===== src/rtl/modbus_rtu_rx_framer.sv =====
// -----------------------------------------------------------------------------
// modbus_rtu_rx_framer
// Receive-side Modbus RTU framer. Delimits frames on the UART RX byte stream by
// inter-frame silence, buffers the frame bytes and checks the CRC-16/MODBUS
// trailer (reflected poly 0xA001, init 0xFFFF, no final XOR). A good frame,
// trailer included, leaves a running CRC residue of 0x0000.
//
// Ports
//   sys_clk     in   system clock
//   rst         in   asynchronous active-high reset
//   rx_data     in   received byte, valid with rx_vld
//   rx_vld      in   one-cycle byte strobe
//   frame_done  out  one-cycle pulse at the end of each frame
//   frame_ok    out  last frame: good CRC, length >= 4, no overflow (held)
//   crc_err     out  last frame: CRC residue non-zero (held)
//   len_err     out  last frame: shorter than 4 bytes or overflowed (held)
//   frame_len   out  last frame byte count incl. CRC, saturating at MAX_LEN (held)
//   busy        out  high while syncing to the line or receiving a frame
//   rd_addr     in   buffer read address
//   rd_data     out  buffer byte at previous-cycle rd_addr (0 beyond MAX_LEN)
//
// state | meaning
// ------+-----------------------------------------------------------------
// SYNC  | after reset: wait for GAP_CYCLES of silence, bytes are discarded
// IDLE  | line synchronised, waiting for the first byte of a frame
// RECV  | collecting frame bytes until GAP_CYCLES of silence
// DONE  | one cycle, frame_done pulse, status already latched
// -----------------------------------------------------------------------------
module modbus_rtu_rx_framer #(
  parameter int GAP_CYCLES = 200521,
  parameter int MAX_LEN    = 256
) (
  input  logic       sys_clk,
  input  logic       rst,
  input  logic [7:0] rx_data,
  input  logic       rx_vld,
  output logic       frame_done,
  output logic       frame_ok,
  output logic       crc_err,
  output logic       len_err,
  output logic [8:0] frame_len,
  output logic       busy,
  input  logic [7:0] rd_addr,
  output logic [7:0] rd_data
);

  localparam int AW = (MAX_LEN > 1) ? $clog2(MAX_LEN) : 1;
  localparam int CW = $clog2(GAP_CYCLES + 1);
  localparam logic [CW-1:0] GAP_MAX  = CW'(GAP_CYCLES);
  localparam logic [CW-1:0] GAP_LAST = CW'(GAP_CYCLES - 1);
  localparam logic [8:0]    LEN_MAX  = 9'(MAX_LEN);

  typedef enum logic [1:0] {SYNC, IDLE, RECV, DONE} state_t;

  state_t          state, state_nxt;
  logic [CW-1:0]   silent_cnt;
  logic            gap_hit;
  logic            start, accept, store;
  logic [15:0]     crc, crc_base, crc_nxt;
  logic [8:0]      len;
  logic            ovf;
  logic [AW-1:0]   waddr;
  logic            lat_crc_err, lat_len_err;
  logic [7:0]      mem [MAX_LEN];

  function automatic logic [15:0] crc_upd(input logic [15:0] c, input logic [7:0] b);
    logic [15:0] r;
    r = c ^ {8'h00, b};
    for (int i = 0; i < 8; i++)
      r = r[0] ? ((r >> 1) ^ 16'hA001) : (r >> 1);
    return r;
  endfunction

  // gap_hit fires in the last silent cycle so the next state is entered
  // exactly GAP_CYCLES+1 cycles after the last byte.
  assign gap_hit = !rx_vld && (silent_cnt >= GAP_LAST);

  always_ff @(posedge sys_clk or posedge rst) begin
    if (rst)
      silent_cnt <= '0;
    else if (rx_vld)
      silent_cnt <= '0;
    else if (silent_cnt != GAP_MAX)
      silent_cnt <= silent_cnt + CW'(1);
  end

  always_ff @(posedge sys_clk or posedge rst) begin
    if (rst) state <= SYNC;
    else     state <= state_nxt;
  end

  always_comb begin
    state_nxt = state;
    start     = 1'b0;
    accept    = 1'b0;
    case (state)
      SYNC: if (gap_hit) state_nxt = IDLE;
      IDLE: if (rx_vld) begin
        state_nxt = RECV;
        start     = 1'b1;
      end
      RECV: begin
        if (rx_vld)       accept    = 1'b1;
        else if (gap_hit) state_nxt = DONE;
      end
      DONE: begin
        if (rx_vld) begin
          state_nxt = RECV;
          start     = 1'b1;
        end else begin
          state_nxt = IDLE;
        end
      end
      default: state_nxt = SYNC;
    endcase
  end

  assign busy     = (state == SYNC) || (state == RECV);
  assign store    = start || (accept && (len < LEN_MAX));
  assign waddr    = start ? '0 : len[AW-1:0];
  assign crc_base = start ? 16'hFFFF : crc;
  assign crc_nxt  = crc_upd(crc_base, rx_data);

  always_ff @(posedge sys_clk or posedge rst) begin
    if (rst) begin
      crc <= 16'hFFFF;
      len <= '0;
      ovf <= 1'b0;
    end else if (start) begin
      crc <= crc_nxt;
      len <= 9'd1;
      ovf <= 1'b0;
    end else if (accept) begin
      if (len < LEN_MAX) begin
        crc <= crc_nxt;
        len <= len + 9'd1;
      end else begin
        ovf <= 1'b1;
      end
    end
  end

  assign lat_crc_err = (crc != 16'h0000);
  assign lat_len_err = (len < 9'd4) || ovf;

  // Status is captured on entry to DONE so it is valid alongside frame_done.
  always_ff @(posedge sys_clk or posedge rst) begin
    if (rst) begin
      frame_done <= 1'b0;
      frame_ok   <= 1'b0;
      crc_err    <= 1'b0;
      len_err    <= 1'b0;
      frame_len  <= '0;
    end else begin
      frame_done <= (state_nxt == DONE);
      if (state_nxt == DONE) begin
        crc_err   <= lat_crc_err;
        len_err   <= lat_len_err;
        frame_ok  <= !lat_crc_err && !lat_len_err;
        frame_len <= len;
      end
    end
  end

  always_ff @(posedge sys_clk) begin
    if (store) mem[waddr] <= rx_data;
  end

  // Registered read; a same-cycle write to the same address returns old data.
  always_ff @(posedge sys_clk or posedge rst) begin
    if (rst)
      rd_data <= 8'h00;
    else if ({1'b0, rd_addr} < LEN_MAX)
      rd_data <= mem[rd_addr[AW-1:0]];
    else
      rd_data <= 8'h00;
  end

endmodule


===== config.mk =====
export PLATFORM = sky130hd
export DESIGN_NAME = modbus_rtu_rx_framer
export DESIGN_NICKNAME = d
export VERILOG_FILES = /design/src/rtl/modbus_rtu_rx_framer.sv
export SDC_FILE = /design/constraint.sdc
export NUM_CORES = 2
export LEC_CHECK = 0
export CAP_MARGIN = 20
export CORE_MARGIN = 2
export CORE_UTILIZATION = 30
export CTS_CLUSTER_SIZE = 12
export DETAILED_ROUTE_END_ITERATION = 8
export DONT_BUFFER_PORTS = 1
export SYNTH_ARGS = -nofsm -noshare
export SYNTH_HDL_FRONTEND = slang
export SYNTH_SLANG_ARGS = --single-unit

===== constraint.sdc =====
create_clock -name sys_clk -period 2.9 [get_ports sys_clk]
set_input_delay 0.58 -clock sys_clk [delete_from_list [all_inputs] [get_ports sys_clk]]
set_output_delay 0.58 -clock sys_clk [all_outputs]
set_load 0.01 [all_outputs]

==> key figures <==
Clock network
  • Worst-skew pair later-pin latency: ~860 ps
  • Clk buf depth: 3
  • Setup Fix Bufs, Post-CTS: 0
  • CTS clk-pin slew, worst paths: 60 ps
  • Htree depth: 4
  • Cts bufs inserted: 210
  • CTS root buf: clkbuf_16
  • Clk sink count: 2115
  • CTS tree: done

Global routing
  • Vias in the first global route: 42100
  • Largest net degree at the start of global routing: 478
  • First-pass GRT wire length: ~310 mm
  • GRT overflow: 0
  • Initial antenna violation count: 7
  • Global Route Usage Sum: 0.154

Synth
  • Synth Instances: 3917
  • Asr flop ratio synth: 0.0317
  • Post-synthesis register bit count: about 2100
  • Post-Syn Area per Cell: ~21 sq um
  • Post-Syn Nets: 3940
  • Number of distinct library cells after synthesis: between 50 and 60
  • EDFF count, synth: around 2000
  • Yosys warns: 0
  • Dominant synthesized flop cell: edfxtp_1
  • Register area share after synthesis: 0.765
  • Post-Syn Area: about 83000 sq um

Place
  • I/O Buffers: 0
  • Routability cong.: 0.782
  • DP Area: 89700 sq um
  • Post-DP HPWL: roughly 120 mm

Setup path
  • WP depth: 7
  • R2R depth: 5
  • CP startpoint kind: input pin
  • CP top delay family: multiplexers
  • Buffers and inverters on the worst path: 1
  • Critical-path top delay cell: buf_16
  • Crit-path max FO: 144
  • Worst Setup End Kind: flip-flop
  • R2R Setup Slk: 170 ps
  • Critical path class: input pin to flip-flop
  • Critical Path End: rd_data[3]$_DFF_PP0_
  • CP max stage delay: 600 ps
  • R2r startpoint: state[0]$_DFF_PP0_
  • Required time worst endpoint: 3610 ps
  • Worst flop-to-flop path endpoint: mem[6][2]$_DFFE_PP_
  • Worst path cell trace: buf_16 > mux4_2 > mux4_2 > mux2i_1 > nor2_1 > a311oi_2 > nor3_1
  • Crit. Startpoint: rd_addr[1]
  • Crit path DAT: around 3700 ps
  • Most frequent CP cell: mux4_2

Drt
  • First DRT Iteration DRCs: 4865
  • Via count: just over 40000
  • Avg WL per Cell: around 27 microns
  • Final wirelength: 219 mm
  • First drt pass iteration count: 5
  • Via density: 5.06
  • DRC: 0
  • Post-route ant nets: 0

Floorplanning
  • Row Count: 192
  • Top-level I/O count: 41
  • Die H: 529 microns
  • Core area: 274000 sq um
  • Die width: 529 microns
  • Die footprint: about 280000 sq um
  • Initial cell density of the core: 0.302

Layout
  • Final instance area: 96700 sq um
  • Total Nets Final: 4438
  • Most frequent cells in the layout: edfxtp_1, mux4_2, buf_4, nor2_1, clkbuf_16
  • Share of layout cells above drive strength 1: 0.291
  • Area delta synth->final: 17.0%
  • Most common cell after layout, fill and taps aside: edfxtp_1

STA
  • Clk_skew: 44.9 ps
  • Post-layout minimum cycle time: 2940 ps
  • # setup viols final: 2
  • Worst-Margin Slew: ~1100 ps
  • Slew margin rel.: 0.244
  • Max Slew Vio Count: 0
  • Setup ws final: -43.1 ps
  • RSZ-0062 raised after global routing: yes
  • Achievable frequency: 340 MHz
  • Fin crit share: 1.01
  • Final Hold Vio Count: 0

Power
  • Power Total: 63.1 mW
  • Power per Cell Area: 652 nW/um^2
  • Leakage: between 30 and 40 nW
  • VDD IR max: roughly 0.66 mV

Outcome
  • Failing checks: setup timing
  • Status: finished with violations

Run
  • Max Cap Viol: 0

Worst hold path
  • Hold Path Stages: 1
  • Hold Path Class: input pin to flip-flop
registers in the layout (all words and copies together), names as in the netlist:
signal / cells
frame_len: 9
crc: 16
frame_ok: 1
state: 2
mem: 2048
rd_data: 8
crc_err: 1
frame_done: 1
len: 9
ovf: 1
silent_cnt: 18
len_err: 1
cells by family (layout without fill, tap and decap cells):
group | Yosys count | in the layout | synth area share
xor+xnor | 47 | 47 | 0.00531
mux | 715 | 715 | 0.164
other cells | 0 | 4 | 0
flops | 2115 | 2115 | 0.765
fa+ha+maj | 4 | 4 | 0.000606
compound gates | 254 | 254 | 0.0213
simple gates | 543 | 543 | 0.0283
buf+inv | 239 | 883 | 0.0160
worst register-to-register path: stages (launching register included):
cell	delay, ps
dfrtp_1	440
and2_1	350
nor3b_1	470
nand2_1	160
buf_4	210
nor2_1	710
worst min-delay path by stage:
stage                                    from                   end
after floorplan           crc[10]$_DFFE_PP1P_   crc[10]$_DFFE_PP1P_
after global placement     crc[9]$_DFFE_PP1P_    crc[9]$_DFFE_PP1P_
after detailed placement  crc[13]$_DFFE_PP1P_   crc[13]$_DFFE_PP1P_
after CTS                          rx_data[0]  mem[63][0]$_DFFE_PP_
after global routing               rx_data[3]  mem[51][3]$_DFFE_PP_
final                              rx_data[7]  mem[22][7]$_DFFE_PP_
per-layer routing:
| layer | up-vias | track usage | part of all wire |
|---|---|---|---|
| li1 | 17200 | - | - |
| met3 | 259 | 0.0294 | 0.074 |
| met4 | 0 | 0.0413 | 0.022 |
| met2 | 1572 | 0.252 | 0.49 |
| met1 | 22200 | 0.210 | 0.42 |
| met5 | - | 0 | 0 |
where the power goes:
part,leakage [nW],switching (mW),total (mW),internal [mW]
clock network,2.99,11.3,25.1,13.9
registers,19.2,0.247,34.0,33.8
logic,8.55,2.09,3.91,1.82
metrics by stage:
stage	util	setup slack [ps]	cells	setup TNS (ps)	hold WS (ps)
after global routing	0.353	-66.3	8151	-70.8	4.97
after floorplan	-	160	3917	0	464
final	0.353	-43.1	8154	-69.8	72.0
after detailed placement	0.327	-2050	7756	-15040	480
after CTS	0.353	28.4	8145	0	1.88
after global placement	0.327	-2130	7756	-15140	482
cell type report:
class	count	area, sq um
Timing Repair Buffer	513	4550
Inverter	12	48.8
Fill cell	25200	177000
Clock buffer	294	5680
Sequential cell	2115	63200
Multi-Input combinational cell	1563	18200
Clock inverter	64	526
Antenna cell	4	10.0
Tap cell	3589	4490
synth_stat cells (19+ instances only):
master,instances,area share
nor2_1,325,0.015
o221ai_1,49,0.0052
o22ai_1,54,0.0041
buf_1,21,0.00095
buf_4,27,0.0025
a21oi_1,44,0.0027
mux4_2,508,0.14
o21ai_0,32,0.0019
nor3_1,40,0.0024
xor2_1,19,0.0020
buf_2,45,0.0027
clkbuf_1,98,0.0045
mux2i_1,181,0.022
mux2_2,26,0.0035
xnor2_1,26,0.0028
buf_6,36,0.0049
nand2_1,86,0.0039
edfxtp_1,2048,0.74
dfrtp_1,51,0.015
repair_timing:
action / in CTS / in global routing
cloned: 6 / 1
hold buffers: 25 / 0
pin swaps: 0 / 0
gates resized for setup: 7 / 7
endpoints found under the hold margin: 616 / 0
endpoints found under the setup margin: 8 / 66
No activity file was read; power rests on OpenSTA's default activity.
